<file path="src/rtl/hub75_scan_ctrl.sv">
// hub75_scan_ctrl: memory-mapped HUB75 row scan sequencer.
// Double-buffered line memory feeding a shift/latch/display FSM.
module hub75_scan_ctrl #(
  parameter int          WIDTH     = 64,
  parameter logic [31:0] BASE_ADDR = 32'h0001_0000
) (
  input  logic        clk,
  input  logic        rst_n,
  input  logic [31:0] addr,
  input  logic [31:0] wdata,
  input  logic [3:0]  wmask,
  input  logic        ren,
  input  logic        wen,
  output logic [31:0] rdata,
  output logic        ready,
  output logic        active,
  output logic [5:0]  hub_rgb,
  output logic [4:0]  hub_row,
  output logic        hub_clk,
  output logic        hub_stb,
  output logic        hub_oe
);

  localparam int CW = (WIDTH > 1) ? $clog2(WIDTH) : 1;
  localparam logic [CW-1:0] COL_LAST = CW'(WIDTH - 1);
  localparam logic [9:0] LINE_LO = 10'h040;
  localparam logic [9:0] LINE_HI = 10'(64 + WIDTH);

  typedef enum logic [1:0] {IDLE, SHIFT, LATCH, DISPLAY} state_t;

  state_t state, state_n;

  logic [CW-1:0] col, col_n, col_inc;
  logic          hi, hi_n;
  logic [7:0]    cnt, cnt_n;
  logic [1:0]    lcnt, lcnt_n;
  logic [15:0]   dcnt, dcnt_n;
  logic [5:0]    rgb_n;
  logic [4:0]    row_n, row_next, back_row;
  logic          front_sel, back_full, swap;
  logic          en;
  logic [7:0]    div;
  logic [15:0]   ontime;
  logic [31:0]   rd_val;
  logic [9:0]    word, line_idx;
  logic [CW-1:0] line_col;
  logic          wr, line_hit, busy, free;
  logic [5:0]    first_px, next_px;
  logic          unused_ok;

  logic [5:0] buf_a [WIDTH];
  logic [5:0] buf_b [WIDTH];

  assign active   = (addr >= BASE_ADDR) &&
                    (addr < BASE_ADDR + 32'h1000);
  assign word     = addr[11:2] - BASE_ADDR[11:2];
  assign wr       = wen & active & (|wmask);
  assign line_hit = (word >= LINE_LO) && (word < LINE_HI);
  assign line_idx = word - LINE_LO;
  assign line_col = line_idx[CW-1:0];
  assign unused_ok = ^{addr[1:0], wdata[31:16], line_idx};

  assign busy    = (state != IDLE);
  assign free    = !back_full;
  assign hub_clk = (state == SHIFT) && hi;
  assign hub_stb = (state == LATCH) && (lcnt == 2'd1);
  assign hub_oe  = (state != DISPLAY);

  // front_sel=0: buf_a scans, buf_b is the back buffer
  assign col_inc  = col + CW'(1);
  assign first_px = front_sel ? buf_a[0] : buf_b[0];
  assign next_px  = front_sel ? buf_b[col_inc] : buf_a[col_inc];

  always_comb begin
    rd_val = '0;
    unique case (1'b1)
      word == 10'h000: rd_val = {16'h0, div, 7'h0, en};
      word == 10'h001: rd_val = {16'h0, ontime};
      word == 10'h002: rd_val = {19'h0, hub_row, 6'h0, busy, free};
      default:         rd_val = '0;
    endcase
  end

  always_comb begin
    state_n = state;
    col_n   = col;
    hi_n    = hi;
    cnt_n   = cnt;
    lcnt_n  = lcnt;
    dcnt_n  = dcnt;
    rgb_n   = hub_rgb;
    row_n   = hub_row;
    swap    = 1'b0;
    if (!en && state != IDLE) begin
      state_n = IDLE;
    end else begin
      unique case (state)
        IDLE: begin
          if (en && back_full) begin
            swap    = 1'b1;
            state_n = SHIFT;
            col_n   = '0;
            hi_n    = 1'b0;
            cnt_n   = '0;
            rgb_n   = first_px;
          end
        end
        SHIFT: begin
          if (cnt != div) begin
            cnt_n = cnt + 8'd1;
          end else begin
            cnt_n = '0;
            if (!hi) begin
              hi_n = 1'b1;
            end else if (col == COL_LAST) begin
              hi_n    = 1'b0;
              lcnt_n  = '0;
              state_n = LATCH;
            end else begin
              hi_n  = 1'b0;
              col_n = col_inc;
              rgb_n = next_px;
            end
          end
        end
        LATCH: begin
          lcnt_n = lcnt + 2'd1;
          if (lcnt == 2'd0) row_n = row_next;
          if (lcnt == 2'd2) begin
            dcnt_n  = '0;
            state_n = (ontime == 16'd0) ? IDLE : DISPLAY;
          end
        end
        DISPLAY: begin
          dcnt_n = dcnt + 16'd1;
          if ((dcnt + 16'd1) >= ontime) state_n = IDLE;
        end
        default: state_n = IDLE;
      endcase
    end
  end

  always_ff @(posedge clk or negedge rst_n) begin
    if (!rst_n) begin
      state     <= IDLE;
      col       <= '0;
      hi        <= 1'b0;
      cnt       <= '0;
      lcnt      <= '0;
      dcnt      <= '0;
      hub_rgb   <= '0;
      hub_row   <= '0;
      row_next  <= '0;
      back_row  <= '0;
      front_sel <= 1'b0;
      back_full <= 1'b0;
      en        <= 1'b0;
      div       <= '0;
      ontime    <= 16'h0100;
      ready     <= 1'b0;
      rdata     <= '0;
    end else begin
      state   <= state_n;
      col     <= col_n;
      hi      <= hi_n;
      cnt     <= cnt_n;
      lcnt    <= lcnt_n;
      dcnt    <= dcnt_n;
      hub_rgb <= rgb_n;
      hub_row <= row_n;
      ready   <= (ren | wen) & active;
      rdata   <= (ren & active) ? rd_val : '0;
      if (wr && word == 10'h000) begin
        en  <= wdata[0];
        div <= wdata[15:8];
      end
      if (wr && word == 10'h001) ontime <= wdata[15:0];
      // a swap in the same cycle wins over a COMMIT
      if (swap) begin
        front_sel <= ~front_sel;
        row_next  <= back_row;
        back_full <= 1'b0;
      end else if (wr && word == 10'h003 && !back_full) begin
        back_row  <= wdata[4:0];
        back_full <= 1'b1;
      end
    end
  end

  always_ff @(posedge clk) begin
    if (wr && line_hit && !back_full) begin
      if (front_sel) buf_a[line_col] <= wdata[5:0];
      else           buf_b[line_col] <= wdata[5:0];
    end
  end

endmodule

</file>
<file path="config.mk">
export PLATFORM = sky130hd
export DESIGN_NAME = hub75_scan_ctrl
export DESIGN_NICKNAME = d
export VERILOG_FILES = /design/src/rtl/hub75_scan_ctrl.sv
export SDC_FILE = /design/constraint.sdc
export NUM_CORES = 1
export LEC_CHECK = 0
export BUFFER_PORTS_ARGS = -buffer_cell sky130_fd_sc_hd__buf_2
export CORE_UTILIZATION = 50
export DETAILED_ROUTE_END_ITERATION = 8
export PLACE_DENSITY = 0.77
export SETUP_SLACK_MARGIN = 0.4
export SLEW_MARGIN = 15
export SYNTH_ARGS = -nofsm -noshare
export SYNTH_HDL_FRONTEND = slang
export SYNTH_SLANG_ARGS = --single-unit
</file>
<file path="constraint.sdc">
create_clock -name clk -period 3.9 [get_ports clk]
set_input_delay 0.39 -clock clk [delete_from_list [all_inputs] [get_ports clk]]
set_output_delay 0.39 -clock clk [all_outputs]
set_load 0.02 [all_outputs]
</file>
; Word level (Yosys, flattened, before mapping)
; Memories as Yosys holds them, arrays and structs flattened.
; Cells that the tools add are included.
[totals]
wordCells = 139
ff_bits = 100
ram_bits = 768
output_inout_bits = 48
mem_count = 2
[classes]
eq_ne = 23
n_lt_le_gt_ge = 5
reduce_logical = 32
add_sub_neg = 5
bitwise_logic = 8
mux = 47
[mem_list]
columns = memory, depth, width, read_ports, rd_clocked_by_memory_dff, write_ports, line
row1 = buf_a, 64, 6, 2, 0, 1, 51  ; logic [5:0] buf_a [WIDTH];
row2 = buf_b, 64, 6, 2, 0, 1, 52  ; logic [5:0] buf_b [WIDTH];
[ops]
columns = cell, count
row1 = $mux W6, 10
row2 = $pmux W16 S3, 1
row3 = $ge A32 B17 Y1 const B, 1
row4 = $lt A32 B17 Y1 const B, 1
row5 = $mux W16, 2
row6 = $pmux W16 S2, 1
row7 = $pmux W6 S2, 2
row8 = $mux W2, 11
row9 = $eq A10 B2 Y1 const B, 2
row10 = $add A16 B1 Y16 const B, 1
row11 = $ge A16 B16 Y1, 1
row12 = $logic_not A16 Y1, 1
row13 = $mux W8, 2
row14 = $pmux W8 S2, 1
row15 = $mux W1, 14
row16 = $logic_and A1 B1 Y1, 12
row17 = $reduce_and A6 Y1, 2
row18 = $eq A10 B1 Y1 const B, 1
row19 = $ge A10 B7 Y1 const B, 1
row20 = $logic_not A10 Y1, 1
row21 = $lt A10 B8 Y1 const B, 1
row22 = $ne A2 B2 Y1 const B, 5
row23 = $reduce_bool A2 Y1, 5
row24 = $ne A3 B3 Y1 const B, 3
row25 = 24 further kinds, 38

; Logic depth before layout (Yosys ltp)
; Gate-level depths: netlist of run 1.
[logic_depth]
ltp_word = 8
depth_mapped = 13
depth_no_buf = 13

; Worst setup path before layout of run 1
; No wires, ideal clock.
[synth_timing]
path_type = flip-flop to flip-flop
start = register dcnt[6]
end = register state[1]
period_less_slack_ns = 3.424
stages_incl_launch_ff = 14
required_time_ns = 3.775
path_slack_ns = 0.476
arrival_time_ns = 3.299
n_path_buf = 1
path_cell_list = dfrtp_1 > clkbuf_1 > nand4_1 > nor4_1 > and3_1 > and3_1 > xor2_1 > ha_1 > nand3_1 > o21ai_0 > a2111oi_0 > o2111ai_1 > o21ai_0 > mux2_2
[synth_between]
elab_chain_len = 4
[synth_lines]
columns = element, line
row1 = from (decl), 37  ; logic [15:0] dcnt, dcnt_n;
row2 = from (signal assigned), 168  ; dcnt <= dcnt_n;
row3 = $add A16 B1 Y16, 136  ; if ((dcnt + 16'd1) >= ontime) state_n = IDLE;
row4 = $ge A16 B16 Y1, 136
row5 = $ne A3 B3 Y1 (no line), -
row6 = $reduce_and A6 Y1 (no line), -
row7 = to (signal assigned), 163  ; state <= state_n;
row8 = to (decl), 31  ; state_t state, state_n;
; No other way between the ends.
; A chain may end at the register's enable or synchronous reset.

; Final worst setup path of run 1
[layout_timing]
start = register col[0]
end = register hub_rgb[3]
[layout_between]
elab_chain_len = 7
word_cells_on_any_way = 11
cone_classes = 1 x add/sub / 2 x eq/ne / 5 x mux / 1 x reduce/logical / 2 x memory
[layout_lines]
columns = element, line
row1 = from (decl), 33  ; logic [CW-1:0] col, col_n, col_inc;
row2 = from (signal assigned), 164  ; col <= col_n;
row3 = $add A6 B1 Y6, 70  ; assign col_inc = col + CW'(1);
row4 = "$mem_v2 Z64 W6, on equally long branches", -
row5 = $mux W6, 72  ; assign next_px = front_sel ? buf_b[col_inc] : buf_a[col_inc];
row6 = $mux W6, 115  ; end else if (col == COL_LAST) begin
row7 = $mux W6, 113  ; if (!hi) begin
row8 = $mux W6, 109  ; if (cnt != div) begin
row9 = $pmux W6 S2, 97  ; unique case (state)
row10 = to (signal assigned), 169  ; hub_rgb <= rgb_n;
row11 = to (decl), 17  ; output logic [5:0] hub_rgb,
; Parallel ways exist; a longest one is shown, timed or not. The select of a mux whose other input is x is not followed.

==> run_results.csv, run 1 <==
group,metric,value,unit
final_layout,fillers,5104,
synthesis,synth_edf_count,768,
status,status,"finished, final reports clean",
timing,worst_slew_pin_slew,1220,ps
routing,ant_nets,0,
timing,setup_ws,526,ps
routing,wire_per_inst,25.2,um
power_and_ir_drop,vdd_drop_max,0.000281,V
timing,period_share,86.5,%
routing,drtPass1Iterations,5,
final_layout,area_growth,12.1,%
global_routing,antenna_found_initial,1,
routing,wirelength,79600,um
synthesis,synth_seq_cells,868,
synthesis,synth_top_cell_by_area,"edfxtp_1",
routing,via_per_inst,6.07,
synthesis,yosys_warnings,0,
place,dp_hpwl,48300,um
worst_setup_path,required,4460,ps
place,portBuffers,85,
final_layout,drive_above_1_share,22.1,%
synthesis,postSynthCellCount,2031,
power_and_ir_drop,clkPwrFrac,43.5,%
global_routing,grt_pass1_wl,120000,um
cts,numCtsBuffers,86,
power_and_ir_drop,p_leak,13.0,nW
floorplanning,die_w,268,um
global_routing,grt_pass1_vias,19700,
routing,via_count,19200,
worst_setup_path,crit_path_end_kind,"flop",
timing,grt_setup_unrepaired,"true",
global_routing,grt_max_degree,110,
final_layout,nNetsFinal,2247,
routing,dr.first_iter.drc_count,2325,
timing,hold_viol,0,
routing,drc,0,
floorplanning,core_area,70000,um2
place,gp_congestion,0.928,
synthesis,syn_area_per_cell,17.4,um2
floorplanning,rows,97,
floorplanning,die_h,268,um
synthesis,synth_flop_cell,"edfxtp_1",
cts,clkLatencyLatePin,640,ps
worst_setup_path,worstPathArrival,3940,ps
timing,finalMaxSlewViolations,0,
power_and_ir_drop,powerDensity,464,nW/um2
final_layout,stdcell_area,39700,um2
cts,clock-sinks,868,
final_layout,diodes,0,
worst_setup_path,cp_max_fo,78,
flow_run,max_cap_violations,0,
timing,finalSetupTns,0,ps
cts,clk_path_buf_depth,3,
power_and_ir_drop,p_sw_share,19.8,%
cts,h-tree-depth,3,
synthesis,yosysSeqAreaShare,72.2,%
timing,setup_viol,0,
synthesis,synthTopCellsByArea,"edfxtp_1, mux4_2, dfrtp_1, nand2_1, nor2_1",
synthesis,synth_top_area_share,65.1,%
timing,finClkSkew,28.7,ps
worst_setup_path,critPathKind,"flop to flop",
power_and_ir_drop,intPower,14.8,mW
power_and_ir_drop,p_comb_share,1.5,%
power_and_ir_drop,seq_power_share,55.0,%
cts,path_clk_slew,60,ps
floorplanning,die_area,71900,um2
timing,period_needed,3370,ps
place,pre_cts_ws,209,ps
cts,cts_tree,"done",
floorplanning,initial_core_util,50.5,%
place,place_area,36800,um2
synthesis,synth_cell_types,66,
worst_setup_path,slowest_delay,710,ps
synthesis,synthArstFlopShare,11.5,%
worst_setup_path,cp_slowest_cell,"or4_1",
synthesis,syn_area,35400,um2
global_routing,grt_usage,22.7,%
global_routing,grt_overflow_total,0,
cts,postCtsSetupBuffers,0,
cts,root_buffer,"clkbuf_16",
timing,fmax,296,MHz
timing,slew_headroom,18.6,%
power_and_ir_drop,p_switching,3.64,mW
floorplanning,pin_count,120,
worst_setup_path,cp-start-kind,"flop",
worst_setup_path,cp_cell_sequence,"ha_4 -> buf_16 -> mux4_2 -> mux2i_1 -> a32oi_1 -> a31oi_1 -> or4_1 -> o21ai_1",
min_path,holdCritPathClass,"primary input to flop",
==> per-layer routing <==
metal / GRT usage (%) / vias to the layer above / wire [um]
li1: - / 8195 / -
met1: 30.0 / 9737 / 29900
met2: 36.6 / 1067 / 39100
met3: 5.35 / 165 / 7860
met4: 8.54 / 2 / 2740
met5: 0 / - / 13
==> state kept, by name (all words and copies together) (netlist names), 2 cells and up <==
name,flops
hub_rgb,6
buf_b,384
rdata,16
div,8
dcnt,16
state,2
row_next,5
back_row,5
lcnt,2
hub_row,5
buf_a,384
cnt,8
col,6
ontime,16
==> cells in the mapped netlist, types with 9 or more instances <==
| cell type | count |
|---|---|
| nor3_1 | 16 |
| nand2_1 | 212 |
| o31ai_1 | 9 |
| and3_1 | 13 |
| dfrtp_1 | 99 |
| a21oi_1 | 17 |
| edfxtp_1 | 768 |
| nand3_1 | 69 |
| a31oi_1 | 27 |
| mux2_2 | 26 |
| buf_2 | 37 |
| xnor2_1 | 20 |
| ha_1 | 22 |
| o21ai_0 | 51 |
| xor2_1 | 9 |
| inv_1 | 28 |
| buf_4 | 26 |
| clkbuf_1 | 38 |
| mux4_2 | 192 |
| and2_1 | 11 |
| nor4_1 | 9 |
| buf_6 | 14 |
| a32oi_1 | 24 |
| mux2i_1 | 32 |
| nor2_1 | 172 |
==> critical path: cells and delay by family, from the launching register on <==
family | cells | cell delay [ps]
AND/OR/NAND/NOR | 1 | 710
buffers and inverters | 1 | 350
flip-flops | 1 | 590
adder cells (fa/ha/maj) | 1 | 370
AO/OA/AOI/OAI | 3 | 770
multiplexers | 2 | 410
==> final timing paths <==
path                                   from          end  slack [ps]  cells past startpoint
worst min register to register  back_row[3]  row_next[3]         490                      1
worst max-delay path                 col[0]   hub_rgb[3]         530                      8
worst max register to register       col[0]   hub_rgb[3]         530                      8
max in group asynchronous             rst_n     rdata[6]        2480                      3
worst min-delay path                    ren        ready          90                      2
min in group asynchronous             rst_n      dcnt[4]         430                      2
==> through the flow <==
| step | hold slack (ps) | std cells | total power, mW | util (%) |
|---|---|---|---|---|
| 6_report | 91.5 | 3158 | 18.4 | 56.7 |
| 5_1_grt | 48.7 | 3158 | 18.9 | 56.7 |
| 4_1_cts | 38.3 | 3158 | 18.5 | 56.6 |
| 3_5_place_dp | 494 | 2993 | 10.6 | 52.6 |
| 3_3_place_gp | 481 | 2993 | 10.6 | 52.6 |
| 2_1_floorplan | 94.4 | 2046 | 10.4 | - |
==> layout make-up <==
type	instances	area, um2	share of cell area (%)
Sequential cell	868	25600	64.5
Multi-Input combinational cell	1028	9120	23.0
Clock buffer	111	2360	5.94
Tap cell	940	1180	2.96
Timing Repair Buffer	141	976	2.46
Clock inverter	42	364	0.918
Inverter	28	105	0.265
==> logic make-up after synthesis <==
family,after synthesis,share of synthesized area (%)
flip-flops,868,72.2
buffers and inverters,150,2.41
adder cells (fa/ha/maj),22,0.778
multiplexers,250,13.9
AO/OA/AOI/OAI,166,3.11
AND/OR/NAND/NOR,543,6.72
other,1,0.0106
XOR/XNOR,31,0.809
==> timing repair <==
action / CTS / global route
gates resized for setup: 2 / 6
pin swaps: 0 / 1
endpoints found under the hold margin: 79 / 0
setup endpoints to repair: 2 / 3
hold buffers: 12 / 0
==> power groups by stage <==
| stage | logic, mW | registers (mW) | clock network, mW |
|---|---|---|---|
| floorplan | 0.0488 | 10.3 | 0 |
| global placement | 0.249 | 10.3 | 0 |
| detailed placement | 0.265 | 10.3 | 0 |
| CTS | 0.276 | 10.1 | 8.08 |
| global route | 0.295 | 10.1 | 8.45 |
| finish | 0.276 | 10.1 | 8.01 |
==> layout by cell type (no fill, tap or decap), drive strengths merged, types with 5 or more instances in the layout <==
master,n
clkinv,30
mux2,26
nor2,172
nand4,8
o31ai,10
inv,32
a32oi,24
mux2i,32
o21ai,58
conb,16
xor2,10
nor3,17
or4,6
bufinv,5
and2,13
mux4,192
a21oi,17
nor4,9
buf,129
dlygate4sd3,12
clkbuf,111
a22o,6
dfrtp,99
and3,13
edfxtp,768
ha,22
nand2,212
xnor2,21
nand3,70
a31oi,27
a222oi,6
No activity file was read; power rests on OpenSTA's default activity.
==> inputs of run 2 (changes only) <==
--- a/config.mk
+++ b/config.mk
@@ -5,10 +5,10 @@
 export SDC_FILE = /design/constraint.sdc
 export NUM_CORES = 1
 export LEC_CHECK = 0
-export BUFFER_PORTS_ARGS = -buffer_cell sky130_fd_sc_hd__buf_2
 export CORE_UTILIZATION = 50
 export DETAILED_ROUTE_END_ITERATION = 8
-export PLACE_DENSITY = 0.77
+export DONT_BUFFER_PORTS = 1
+export PLACE_DENSITY = 0.76
 export SETUP_SLACK_MARGIN = 0.4
 export SLEW_MARGIN = 15
 export SYNTH_ARGS = -nofsm -noshare
==> run_results.csv, run 2 (synthesis results as in run 1) <==
group,metric,value,unit
final_layout,seq_area,25600,um2
worst_setup_path,critPathKind,"flop to flop",
worst_setup_path,slowest_delay,410,ps
worst_setup_path,cp_max_fo,5,
floorplanning,die_area,71900,um2
routing,drc,0,
floorplanning,die_h,268,um
final_layout,fillers,5079,
status,status,"finished, final reports clean",
timing,finalSetupTns,0,ps
power_and_ir_drop,p_total,18.9,mW
routing,ant_nets,0,
final_layout,reg_top3,"buf_a (384), buf_b (384)",
flow_run,max_cap_violations,0,
global_routing,grt_overflow_total,0,
power_and_ir_drop,p_leak,12.8,nW
place,dp_hpwl,45700,um
timing,setup_viol,0,
final_layout,multi_input_area,9160,um2
worst_setup_path,cp_cell_sequence,"nand4_1 -> nor4_4 -> and3_4 -> and3_4 -> xor2_1 -> ha_1 -> nand3_1 -> o21ai_0 -> a2111oi_1 -> buf_4 -> o2111ai_1 -> o21ai_1 -> mux2_2",
routing,wire_per_inst,25.6,um
worst_setup_path,cp_slowest_cell,"dfrtp_2",
cts,cts_tree,"done",
final_layout,final_util,56.7,%
timing,slew_headroom,16.7,%
min_path,holdCritPathClass,"primary input to flop",
worst_setup_path,crit_path_end_kind,"flop",
final_layout,final_cell_mix,"edfxtp_1, nand2_1, mux4_2, nor2_1, dfrtp_1",
final_layout,area_growth,12.1,%
timing,period_share,86.4,%
final_layout,stdcell_area,39700,um2
worst_setup_path,worstPathArrival,3890,ps
worst_setup_path,timing.rr.start,"dcnt[8]",
timing,fmax,297,MHz
worst_setup_path,reg2reg_slack,530,ps
place,gp_congestion,0.859,
worst_setup_path,cp-start-kind,"flop",
final_layout,final_common_cell,"edfxtp_1",
routing,wirelength,79200,um
routing,via_count,19100,
worst_setup_path,r2r_end,"state[1]",
floorplanning,pin_count,120,
power_and_ir_drop,powerDensity,475,nW/um2
global_routing,antenna_found_initial,0,
global_routing,grt_pass1_wl,119000,um
worst_setup_path,cp-endpoint,"state[1]",
routing,drtPass1Iterations,6,
final_layout,drive_above_1_share,20.2,%
routing,via_per_inst,6.17,
cts,clk_path_buf_depth,3,
cts,clkLatencyLatePin,640,ps
timing,finalMaxSlewViolations,0,
place,place_area,36300,um2
floorplanning,initial_core_util,50.5,%
routing,dr.first_iter.drc_count,2163,
worst_setup_path,crit_start,"dcnt[8]",
global_routing,grt_usage,22.4,%
global_routing,grt_max_degree,131,
floorplanning,core_area,70000,um2
cts,h-tree-depth,3,
worst_setup_path,crit_top_cell,"and3_4",
timing,worst_slew_pin_slew,1240,ps
min_path,hold_depth,2,
cts,numCtsBuffers,85,
final_layout,nNetsFinal,2174,
worst_setup_path,ff2ff_path_depth,13,
global_routing,grt_pass1_vias,19300,
floorplanning,die_w,268,um
worst_setup_path,required,4420,ps
power_and_ir_drop,vdd_drop_max,0.000341,V
final_layout,diodes,0,
timing,finClkSkew,32.5,ps
cts,path_clk_slew,60,ps
timing,hold_viol,0,
cts,root_buffer,"clkbuf_16",
timing,period_needed,3370,ps
place,portBuffers,0,
floorplanning,rows,97,
timing,grt_setup_unrepaired,"false",
cts,clock-sinks,868,
==> run 2: stage by stage <==
step / hold slack (ps) / cells / worst slack (ps)
2_1_floorplan: 94.4 / 2046 / 476
3_3_place_gp: 96.7 / 2900 / 316
3_5_place_dp: 96.9 / 2900 / 363
4_1_cts: 161 / 3076 / 403
5_1_grt: 177 / 3088 / 331
6_report: 199 / 3088 / 530
==> run 2: where the power goes <==
group | internal, mW | switching [mW] | leakage [nW]
clock | 5.01 | 3.48 | 1.42
combinational | 0.0375 | 0.215 | 3.17
sequential | 10.1 | 0.0000000450 | 8.21
total | 15.2 | 3.70 | 12.8
==> run 2: area by class of cell <==
type                            count  share of cell area (%)
Sequential cell                   868                    64.4
Tap cell                          940                    2.96
Clock inverter                     51                    1.50
Inverter                           28                   0.265
Multi-Input combinational cell   1028                    23.1
Clock buffer                      104                    5.80
Timing Repair Buffer               69                    1.97
==> run 2: critical path: cells and delay by family (launching register included) <==
family,cells,cell delay [ps]
compound gates,4,780
xor+xnor,1,150
fa+ha+maj,1,270
buf+inv,1,190
flops,1,410
mux,1,350
simple gates,5,1100
==> run 2: how the worst min path moves through the flow <==
stage	startpoint	to	slack, ps
after floorplan	rst_n	back_full	90
after global placement	rst_n	dcnt[4]	100
after detailed placement	rst_n	dcnt[4]	100
after CTS	ren	rdata[2]	160
after global routing	ren	rdata[5]	180
final	ren	rdata[3]	200
==> run 2: routing by layer <==
metal  vias to the layer above  global-route usage (%)  wire length, um
li1                       8063                       -                -
met1                      9844                    30.0            30300
met2                       976                    35.3            38200
met3                       172                    6.46             8040
met4                         0                    7.86             2550
met5                         -                       0                0
==> run 2: timing repair <==
action | 4_1_cts | 5_1_grt
setup buffers | 0 | 12
endpoints found under the hold margin | 898 | 0
endpoints found under the setup margin | 1 | 2
hold buffers | 21 | 0
resized for setup | 2 | 17
pin swaps | 0 | 5
